==> src/rtl/dlx_wb_queue_pkg.sv <==
// Shared types and widths for the DLX write-back queue.
package dlx_wb_queue_pkg;

    localparam int unsigned REG_W    = 5;
    localparam int unsigned DATA_W   = 32;
    localparam int unsigned NUM_REGS = 1 << REG_W;

    typedef logic [REG_W-1:0] reg_idx_t;

    typedef struct packed {
        reg_idx_t          rd;
        logic [DATA_W-1:0] data;
    } wb_entry_t;

endpackage

==> src/rtl/dlx_wb_queue_if.sv <==
// Producer handshakes plus the register-file write port and hazard outputs.
interface dlx_wb_queue_if;
    import dlx_wb_queue_pkg::*;

    logic                WB;
    logic                mem_valid;
    reg_idx_t            mem_rd;
    logic [DATA_W-1:0]   mem_data;
    logic                mem_ready;
    logic                alu_valid;
    reg_idx_t            alu_rd;
    logic [DATA_W-1:0]   alu_data;
    logic                alu_ready;
    reg_idx_t            Rd;
    logic [DATA_W-1:0]   reg_s;
    logic                reg_s_enable;
    logic [NUM_REGS-1:0] busy;
    logic                overflow;

    modport slave (
        input  WB, mem_valid, mem_rd, mem_data, alu_valid, alu_rd, alu_data,
        output mem_ready, alu_ready, Rd, reg_s, reg_s_enable, busy, overflow
    );

    modport master (
        output WB, mem_valid, mem_rd, mem_data, alu_valid, alu_rd, alu_data,
        input  mem_ready, alu_ready, Rd, reg_s, reg_s_enable, busy, overflow
    );

endinterface

==> src/rtl/dlx_wb_queue_fifo.sv <==
// In-order FIFO of write-back entries: up to two ordered pushes, one pop per cycle.
module wb_fifo
    import dlx_wb_queue_pkg::*;
#(
    parameter  int unsigned DEPTH = 4,
    localparam int unsigned PW    = $clog2(DEPTH),
    localparam int unsigned CW    = PW + 1
) (
    input  logic                  clk,
    input  logic                  rst,
    input  logic                  i_push0,
    input  wb_entry_t             i_data0,
    input  logic                  i_push1,
    input  wb_entry_t             i_data1,
    input  logic                  i_pop,
    output wb_entry_t             o_head,
    output logic [CW-1:0]         o_count,
    output wb_entry_t [DEPTH-1:0] o_entries,
    output logic [DEPTH-1:0]      o_occupied
);

    logic [PW-1:0] r_head;
    logic [PW-1:0] r_tail;
    logic [CW-1:0] r_count;
    wb_entry_t     r_mem [DEPTH];

    logic [PW-1:0] w_slot1;
    logic [CW-1:0] w_n_push;

    // Second push lands behind the first, or at the tail if it is alone.
    assign w_slot1  = i_push0 ? r_tail + PW'(1) : r_tail;
    assign w_n_push = CW'(i_push0) + CW'(i_push1);

    // Pointer and occupancy bookkeeping; pointers wrap naturally at DEPTH.
    always_ff @(posedge clk) begin
        if (rst) begin
            r_head  <= '0;
            r_tail  <= '0;
            r_count <= '0;
        end else begin
            r_tail  <= r_tail + PW'(w_n_push);
            r_head  <= r_head + PW'(i_pop);
            r_count <= r_count + w_n_push - CW'(i_pop);
        end
    end

    // Entry storage; contents need no reset since count gates validity.
    always_ff @(posedge clk) begin
        if (i_push0) r_mem[r_tail]  <= i_data0;
        if (i_push1) r_mem[w_slot1] <= i_data1;
    end

    assign o_head  = r_mem[r_head];
    assign o_count = r_count;

    // A slot is live when its distance from head is below the count.
    for (genvar g = 0; g < DEPTH; g++) begin : g_slot
        logic [PW-1:0] w_off;
        assign w_off         = PW'(g) - r_head;
        assign o_occupied[g] = CW'(w_off) < r_count;
        assign o_entries[g]  = r_mem[g];
    end

endmodule

==> src/rtl/dlx_wb_queue.sv <==
// Write-back queue: merges ALU and load results into the register file write port.
module dlx_wb_queue
    import dlx_wb_queue_pkg::*;
#(
    parameter int unsigned DEPTH = 4
) (
    input logic            clk,
    input logic            rst,
    dlx_wb_queue_if.slave  bus
);

    localparam int unsigned CW = $clog2(DEPTH) + 1;

    logic [CW-1:0]         w_count;
    logic [CW-1:0]         w_free;
    logic                  w_mem_ready;
    logic                  w_alu_ready;
    logic                  w_mem_push;
    logic                  w_alu_push;
    logic                  w_pop;
    logic                  w_nonempty;
    logic                  w_violation;
    wb_entry_t             w_mem_entry;
    wb_entry_t             w_alu_entry;
    wb_entry_t             w_head;
    wb_entry_t [DEPTH-1:0] w_entries;
    logic [DEPTH-1:0]      w_occupied;
    logic [NUM_REGS-1:0]   w_busy;
    logic                  r_overflow;

    // Readiness counts only current occupancy; a same-cycle pop frees nothing.
    assign w_free      = CW'(DEPTH) - w_count;
    assign w_mem_ready = w_free >= CW'(1);
    assign w_alu_ready = (w_free >= CW'(2)) || ((w_free >= CW'(1)) && !bus.mem_valid);

    // r0 writes complete the handshake but are dropped before the FIFO.
    assign w_mem_push  = bus.mem_valid && w_mem_ready && (bus.mem_rd != '0);
    assign w_alu_push  = bus.alu_valid && w_alu_ready && (bus.alu_rd != '0);
    assign w_mem_entry = '{rd: bus.mem_rd, data: bus.mem_data};
    assign w_alu_entry = '{rd: bus.alu_rd, data: bus.alu_data};

    assign w_nonempty  = w_count != '0;
    assign w_pop       = bus.WB && w_nonempty && !rst;

    // Load is the older instruction, so it takes the first slot.
    wb_fifo #(.DEPTH(DEPTH)) u_fifo (
        .clk        (clk),
        .rst        (rst),
        .i_push0    (w_mem_push),
        .i_data0    (w_mem_entry),
        .i_push1    (w_alu_push),
        .i_data1    (w_alu_entry),
        .i_pop      (w_pop),
        .o_head     (w_head),
        .o_count    (w_count),
        .o_entries  (w_entries),
        .o_occupied (w_occupied)
    );

    // Write port follows the head; a reset cycle issues no write.
    assign bus.mem_ready    = w_mem_ready;
    assign bus.alu_ready    = w_alu_ready;
    assign bus.reg_s_enable = w_nonempty && !rst;
    assign bus.Rd           = w_nonempty ? w_head.rd   : '0;
    assign bus.reg_s        = w_nonempty ? w_head.data : '0;

    // Pending-write vector for decode hazard checks; r0 never busy.
    always_comb begin
        w_busy = '0;
        for (int i = 0; i < int'(DEPTH); i++) begin
            if (w_occupied[i]) w_busy[w_entries[i].rd] = 1'b1;
        end
        w_busy[0] = 1'b0;
    end
    assign bus.busy = w_busy;

    assign w_violation = (bus.mem_valid && !w_mem_ready) || (bus.alu_valid && !w_alu_ready);

    // Sticky record of any producer offering data while refused.
    always_ff @(posedge clk) begin
        if (rst)              r_overflow <= 1'b0;
        else if (w_violation) r_overflow <= 1'b1;
    end
    assign bus.overflow = r_overflow;

endmodule

==> src/flat_wrapper.sv <==
// flat-port wrapper written by rule: the top's interface ports become plain ports
module dlx_wb_queue_flat import dlx_wb_queue_pkg::*;
#(
    parameter int unsigned DEPTH = 4
)
  (clk, rst, bus_WB, bus_mem_valid, bus_mem_rd, bus_mem_data, bus_alu_valid, bus_alu_rd, bus_alu_data, bus_mem_ready, bus_alu_ready, bus_Rd, bus_reg_s, bus_reg_s_enable, bus_busy, bus_overflow);
  dlx_wb_queue_if bus_i ();
  input logic clk;
  input logic rst;
  input wire logic [$bits(bus_i.WB)-1:0] bus_WB;
  input wire logic [$bits(bus_i.mem_valid)-1:0] bus_mem_valid;
  input wire logic [$bits(bus_i.mem_rd)-1:0] bus_mem_rd;
  input wire logic [$bits(bus_i.mem_data)-1:0] bus_mem_data;
  input wire logic [$bits(bus_i.alu_valid)-1:0] bus_alu_valid;
  input wire logic [$bits(bus_i.alu_rd)-1:0] bus_alu_rd;
  input wire logic [$bits(bus_i.alu_data)-1:0] bus_alu_data;
  output wire logic [$bits(bus_i.mem_ready)-1:0] bus_mem_ready;
  output wire logic [$bits(bus_i.alu_ready)-1:0] bus_alu_ready;
  output wire logic [$bits(bus_i.Rd)-1:0] bus_Rd;
  output wire logic [$bits(bus_i.reg_s)-1:0] bus_reg_s;
  output wire logic [$bits(bus_i.reg_s_enable)-1:0] bus_reg_s_enable;
  output wire logic [$bits(bus_i.busy)-1:0] bus_busy;
  output wire logic [$bits(bus_i.overflow)-1:0] bus_overflow;
  assign bus_i.WB = bus_WB;
  assign bus_i.mem_valid = bus_mem_valid;
  assign bus_i.mem_rd = bus_mem_rd;
  assign bus_i.mem_data = bus_mem_data;
  assign bus_i.alu_valid = bus_alu_valid;
  assign bus_i.alu_rd = bus_alu_rd;
  assign bus_i.alu_data = bus_alu_data;
  assign bus_mem_ready = bus_i.mem_ready;
  assign bus_alu_ready = bus_i.alu_ready;
  assign bus_Rd = bus_i.Rd;
  assign bus_reg_s = bus_i.reg_s;
  assign bus_reg_s_enable = bus_i.reg_s_enable;
  assign bus_busy = bus_i.busy;
  assign bus_overflow = bus_i.overflow;
  dlx_wb_queue #(.DEPTH(DEPTH)) u_core (.clk(clk), .rst(rst), .bus(bus_i));
endmodule
==> config.mk <==
export PLATFORM = sky130hd
export DESIGN_NAME = dlx_wb_queue_flat
export DESIGN_NICKNAME = d
export VERILOG_FILES = /design/src/rtl/dlx_wb_queue_pkg.sv /design/src/rtl/dlx_wb_queue_if.sv /design/src/rtl/dlx_wb_queue_fifo.sv /design/src/rtl/dlx_wb_queue.sv /design/src/flat_wrapper.sv
export SDC_FILE = /design/constraint.sdc
export NUM_CORES = 1
export LEC_CHECK = 0
export CAP_MARGIN = 30
export CORE_ASPECT_RATIO = 0.6
export CORE_MARGIN = 10
export CORE_UTILIZATION = 59
export DETAILED_ROUTE_END_ITERATION = 10
export PLACE_DENSITY = 0.92
export SYNTH_ARGS = -nofsm -noshare
export SYNTH_HDL_FRONTEND = slang
export SYNTH_SLANG_ARGS = --single-unit
==> constraint.sdc <==
create_clock -name clk -period 5.6 [get_ports clk]
set_clock_uncertainty 0.15 [all_clocks]
set_input_delay 1.12 -clock clk [delete_from_list [all_inputs] [get_ports clk]]
set_output_delay 1.12 -clock clk [all_outputs]
set_load 0.01 [all_outputs]
# Word level (Yosys, flattened, before mapping)
# Memories as Yosys holds them, arrays and structs flattened. A register that Yosys moved wholly into a read port is not among the register bits.
# Index checks and enable logic that the tools add are counted.
# W data, S select, Z words.
dict set report op_classes {
  bitwise 3
  n_shift 0
  multipliers 0
  n_div 0
  muxes 20
  n_lt_le_gt_ge 14
  addsub 11
  reduce_logical 23
  n_eq_ne 0
}
# cell count
set op_table {}
lappend op_table {{$mux W32} 5}
lappend op_table {{$or A32 B32 Y32} 3}
lappend op_table {{$lt A5 B6 Y1 const B} 4}
lappend op_table {{$demux W1 S5} 4}
lappend op_table {{$ge A5 B1 Y1 const B} 4}
lappend op_table {{$logic_and A1 B1 Y1} 14}
lappend op_table {{$lt A2 B3 Y1} 4}
lappend op_table {{$reduce_bool A5 Y1} 2}
lappend op_table {{$mux W1} 8}
lappend op_table {{$mux W5} 1}
lappend op_table {{$logic_not A1 Y1} 4}
lappend op_table {{$mux W2} 2}
lappend op_table {{$sub A1 B2 Y2 const A} 2}
lappend op_table {{$sub A2 B2 Y2 const A} 2}
lappend op_table {{$add A3 B2 Y3} 1}
lappend op_table {{$ge A3 B1 Y1 const B} 1}
lappend op_table {{$ge A3 B2 Y1 const B} 1}
lappend op_table {{$reduce_bool A3 Y1} 1}
lappend op_table {{$sub A3 B1 Y3} 1}
lappend op_table {{$sub A3 B3 Y3 const A} 1}
lappend op_table {{$add A1 B1 Y2} 1}
lappend op_table {{$add A2 B1 Y2} 1}
lappend op_table {{$add A2 B1 Y2 const B} 1}
lappend op_table {{$add A2 B2 Y2} 1}
lappend op_table {{$logic_or A1 B1 Y1} 2}
dict set report totals {
  ramBits 148
  in_bits 79
  output_inout_bits 73
  elab_cells 76
  rom_bits 0
  latch_bits 0
  memories 1
  register_bits 8
}
# memory depth width read_ports rd_ports_with_merged_regs write_ports line
set mem_list {}
lappend mem_list {u_core.u_fifo.r_mem 4 37 5 1 2 dlx_wb_queue_fifo.sv:25} ;# wb_entry_t r_mem [DEPTH];

# Longest topological paths before layout
# An unclocked memory read counts as a cell.
dict set report depth {
  depth_word 12
  ltp_mapped 17
  depth_no_buf 17
}

# Hierarchy
# Synthesis repeated with hierarchy kept, for this count alone.
dict set report hier_totals {
  hier_cells 639
  hier_area_um2 9400.3
}
# mod n_inst cells_each area_each_um2 seq_area_each_um2
set modules_own_cells {}
lappend modules_own_cells {wb_fifo 1 431 7916.3 4584.4}
lappend modules_own_cells {dlx_wb_queue 1 208 1483.9 20.0}

# Worst setup path after synthesis
# Ideal clock, no wire load.
dict set report synth_timing {
  kind {input to register}
  startpoint {in bus_mem_rd[0]}
  endpoint {mem u_core.u_fifo.r_mem[2][0] (netlist name), enable pin}
  setup_time_ps 393
  slack_ps 1497
  cell_stages 8
  n_path_buf 3
  required_time_ps 5057
  arrival_ps 3560
  path_cell_list {or4_4 o211a_1 buf_2 or3_1 o22ai_2 buf_6 buf_8 a21o_1}
}
# item line
set synth_rtl {}
lappend synth_rtl {{start: declaration} flat_wrapper.sv:12} ;# input wire logic [$bits(bus_i.mem_rd)-1:0] bus_mem_rd;
lappend synth_rtl {{end: declaration} dlx_wb_queue_fifo.sv:25}

# Worst setup path after layout
dict set report layout_timing {
  startpoint {reg u_core.u_fifo.r_head[0]}
  endpoint {out bus_busy[31]}
}
dict set report layout_between {
  elab_chain_len 9
  elab_cells_between_ends 15
  classes_between {add/sub (4); order compare (4); mux (4); bitwise (3)}
}
# item line
set layout_lines {}
lappend layout_lines {{start: declaration} dlx_wb_queue_fifo.sv:22} ;# logic [PW-1:0] r_head;
lappend layout_lines {{start signal: assignment} dlx_wb_queue_fifo.sv:42} ;# r_head <= r_head + PW'(i_pop);
lappend layout_lines {{$sub A1 B2 Y2} dlx_wb_queue_fifo.sv:59} ;# assign w_off = PW'(g) - r_head;
lappend layout_lines {{$lt A2 B3 Y1} dlx_wb_queue_fifo.sv:60} ;# assign o_occupied[g] = CW'(w_off) < r_count;
lappend layout_lines {{$mux W32} dlx_wb_queue.sv:71} ;# if (w_occupied[i]) w_busy[w_entries[i].rd] = 1'b1;
lappend layout_lines {{$or A32 B32 Y32 (no source line)} n/a}
lappend layout_lines {{$mux W32} dlx_wb_queue.sv:71}
lappend layout_lines {{$or A32 B32 Y32 (no source line)} n/a}
lappend layout_lines {{$mux W32} dlx_wb_queue.sv:71}
lappend layout_lines {{$or A32 B32 Y32 (no source line)} n/a}
lappend layout_lines {{$mux W32 (*)} dlx_wb_queue.sv:71}
lappend layout_lines {{end: declaration} flat_wrapper.sv:22} ;# output wire logic [$bits(bus_i.busy)-1:0] bus_busy;
# Every way passes the cells marked *; elsewhere a longest branch is shown, timed or not.

==> results.md <==
- Status: finished clean
- Worst R2R End: u_core.u_fifo.r_mem[2][16]$_DFFE_PP_
- Final GP Congestion: 1.109
- Die H: 117.7 um
- CP Launch Type: flip-flop
- Hold Crit Endpoint: u_core.bus.overflow$_SDFFE_PP0P_
- Syn. warnings: 0
- Max-Cap Viols: 0
- Pwr per Cell Area: 531.6 nW/um^2
- Die Footprint: 21530 um^2
- Grt ovf: 0
- Initial antenna violation count: 0
- Top-area cell type share of the netlist area: 0.4731
- Reg clk slew, reported paths: ~80 ps
- Met1 Routed Length: around 13000 um
- Final HPWL DP: ~21000 um
- TritonCTS clock tree: built
- Leak: 4.023 nW
- All-Layer GR Usage: 0.2811
- Post-Synth XOR/XNOR Area: 0.005594
- RR Startpoint: u_core.u_fifo.o_count[2]$_SDFF_PP0_
- Avg WL per Cell: ~29 um
- Hold Path Class: reg2reg
- Compound-gate portion of the synthesized area: 0.08191
- DRT antenna net count: 0
- Boundary pin count: 152
- Post-CTS setup buffers: 0
- Cell Chain, Critical Path: buf_4 > a21oi_1 > o21ai_0 > nand2_1 > o32ai_1 > a221o_1 > clkdlybuf4s50_1
- Cells resized by post-CTS repair: 0
- TNS Setup: 0 ps
- Critical Path RT: 4330 ps
- Worst-path fanout max: 30
- Syn_nets: 779
- Arr. time, crit path: ~3800 ps
- TritonCTS Buffers: 17
- RSZ-0062 raised after global routing: false
- Post-Syn Area: 9394 um^2
- Crit path capture type: primary output
- First-pass DRT Iterations: 6
- Sw Ratio: 0.3817
- End-of-flow core utilization: 0.7573
- Crit path kind: reg2out
- Met2 WL: between 10000 and 15000 um
- Clk_lat worst skew: 430 ps
- Min-delay src: u_core.bus.overflow$_SDFFE_PP0P_
- FILL cells: 906
- Clock buffer depth: 2
- Clk root buf: clkbuf_16
- Final Net Count: 920
- Antenna diode count: 0
- Seq pwr share: 0.347
- Vias in the first global route: 7188
- Crit-path slowest cell: o32ai_1
- Psw: 2.376 mW
- Pin count of the biggest net entering global routing: 39
- Combinational family with the most area after synthesis: multiplexers
- Port bufs: 150
- Cts hold-fix bufs: 0
- Core area: 15460 um^2
- Final Setup Violations: 0
- Top cells by area, synth: edfxtp_1 47%, mux2_2 13%, mux4_2 8.9%, nor2b_1 3.1%, mux2_4 3.0%
- Die width: 182.9 um
- Slowest stage delay, CP: 620 ps
- Area grow syn2layout: 24.63%
- Syn_area_per_cell: about 14 um^2
- Pint: 3.849 mW
- Fmax: 195.7 MHz
- Netlist cell types: 58
- Buf/Inv on CP: 2
- Synth Instances: ~680
- Synth area leader: edfxtp_1
- Final WL: 30520 um
- Top delay family on crit path: compound AO/OA/AOI/OAI gates
- Post-synth ARST share: 0
- Number of flops mapped to enable cells by yosys: 148
- Worst vdd ir: 0.4783 mV
- Rel. slew slack: 0.3672
- Top_reg_cell synth: edfxtp_1
- Post-synthesis adder-cell area fraction: 0.02611
- Mux contribution to synthesized area: 0.2737
- Starting Density: 0.6077
- Final period util: 0.9123
- Clock Sinks: approximately 160
- Final worst path period need: 5109 ps
- Final hold vios: 0
- Gate power share: 0.461
- Tightest Pin Transition: 949.2 ps
- Post-synthesis simple-gate area fraction: 0.08591
- Via count: between 7000 and 8000
- Initial DRC count: approximately 1200
- Vias per inst: 6.932
- Worst-case reg-to-reg path depth: 9
- Synthesized flop and latch total: 156
- Reg2reg setup slack: 1180 ps
- WL met3: 3985 um
- Total power draw: 6.224 mW
- First-pass GRT wire length: around 47000 um
- Hold Path Cell Cnt: 2
- # DRC: 0
- Placement Rows: 35
- Sequential fraction of the synthesis area: 0.4901
- Worst path depth: 7
- Max Slew Vio Count: 0
- Share of layout cells above drive strength 1: 0.2707
- Clk pwr share: 0.192
- Top layer in use: met4
- Htree depth: 4
state kept, by name, summed over array words and instances (netlist names):
name,cells
u_core.bus.overflow,1
u_core.u_fifo.r_head,2
u_core.u_fifo.r_mem,148
u_core.u_fifo.r_tail,2
u_core.u_fifo.o_count,3
how the worst max path moves through the flow:
stage / from / to
2_1_floorplan: bus_mem_rd[0] / u_core.u_fifo.r_mem[2][0]$_DFFE_PP_
3_3_place_gp: u_core.u_fifo.r_head[0]$_SDFF_PP0_ / bus_busy[17]
3_5_place_dp: bus_alu_rd[0] / u_core.u_fifo.o_count[2]$_SDFF_PP0_
4_1_cts: u_core.u_fifo.r_head[0]$_SDFF_PP0_ / bus_busy[21]
5_1_grt: u_core.u_fifo.r_head[1]$_SDFF_PP0_ / bus_busy[10]
6_report: u_core.u_fifo.r_head[0]$_SDFF_PP0_ / bus_busy[31]
cells in the final DEF (no fill, tap or decap), drive strengths merged, types with 5 or more instances in the layout:
cell type      instances
o32ai                  7
o211ai                16
nor3b                  5
nor2                  21
a2bb2oi                5
a211o                  5
nand2b                 5
o221ai                 7
clkbuf                17
ha                    18
a21oi                  5
buf                   16
a22oi                  5
o22ai                 11
dfxtp                  8
a221o                 10
nor3                  13
clkinv                 5
clkdlybuf4s50        150
nand3                  6
o2111ai                5
nand2                 29
nor2b                 47
edfxtp               148
mux2                 148
inv                   33
mux4                  37
power groups by stage:
stage,clock network (mW),registers (mW),logic [mW]
CTS,1.20,2.13,2.84
floorplan,0,1.98,1.74
finish,1.19,2.16,2.87
global route,1.26,2.19,3.04
global placement,0,2.11,2.75
detailed placement,0,2.15,2.81
through the flow:
step                      hold slack, ps  area, um^2  std cells  setup WS, ps
final                              392.1       11710       1038         491.3
after global routing               451.3       11710       1038         297.5
after CTS                          393.8       11710       1038         594.7
after detailed placement           370.1       11080       1006         928.3
after global placement             371.6       11080       1006          1041
after floorplan                    394.5        9394        681          1497
cell usage after synthesis, drive strengths merged, types with 3 or more instances:
library cell	number
a211o	5
a21oi	5
a221o	10
a22oi	5
a2bb2oi	5
a32oi	3
and2	4
and3	3
buf	24
clkbuf	20
dfxtp	8
edfxtp	148
ha	18
inv	26
mux2	148
mux4	37
nand2	29
nand2b	5
nand3	6
nor2	21
nor2b	47
nor3	13
nor3b	5
o2111ai	5
o211ai	16
o21ai	4
o221ai	7
o22ai	11
o32ai	7
or2	4
or4	3
xnor2	4
logic make-up (layout without fill, tap and decap cells):
family / after synthesis / count (layout)
and+or+nand+nor: 148 / 148
DFF: 156 / 156
other: 1 / 1
xor gates and xnor gates: 6 / 6
buffers and inverters: 70 / 224
AOI/OAI and AO/OA: 96 / 96
muxes: 185 / 185
adders and majority gates: 19 / 19
layout make-up:
class	count	area (um^2)	area share
flip-flops and latches	156	4607	0.3935
multi-input cells	455	4504	0.3847
repair buffers	166	1622	0.1385
clock buffers	17	425.4	0.03634
well taps	203	254.0	0.02169
clock inverters	15	197.7	0.01689
inverters	26	97.59	0.008336
tightest hold or removal path: stages (launching register included):
cell	delay (ps)
dfxtp_1	340
a21oi_1	50
a21oi_1	120
layer usage:
layer  track usage  up-vias
li1              -     2978
met1        0.4031     3566
met2        0.3987      583
met3       0.09886       68
met4       0.06429        0
met5             0        -
Power figures use the tool's default switching activity.
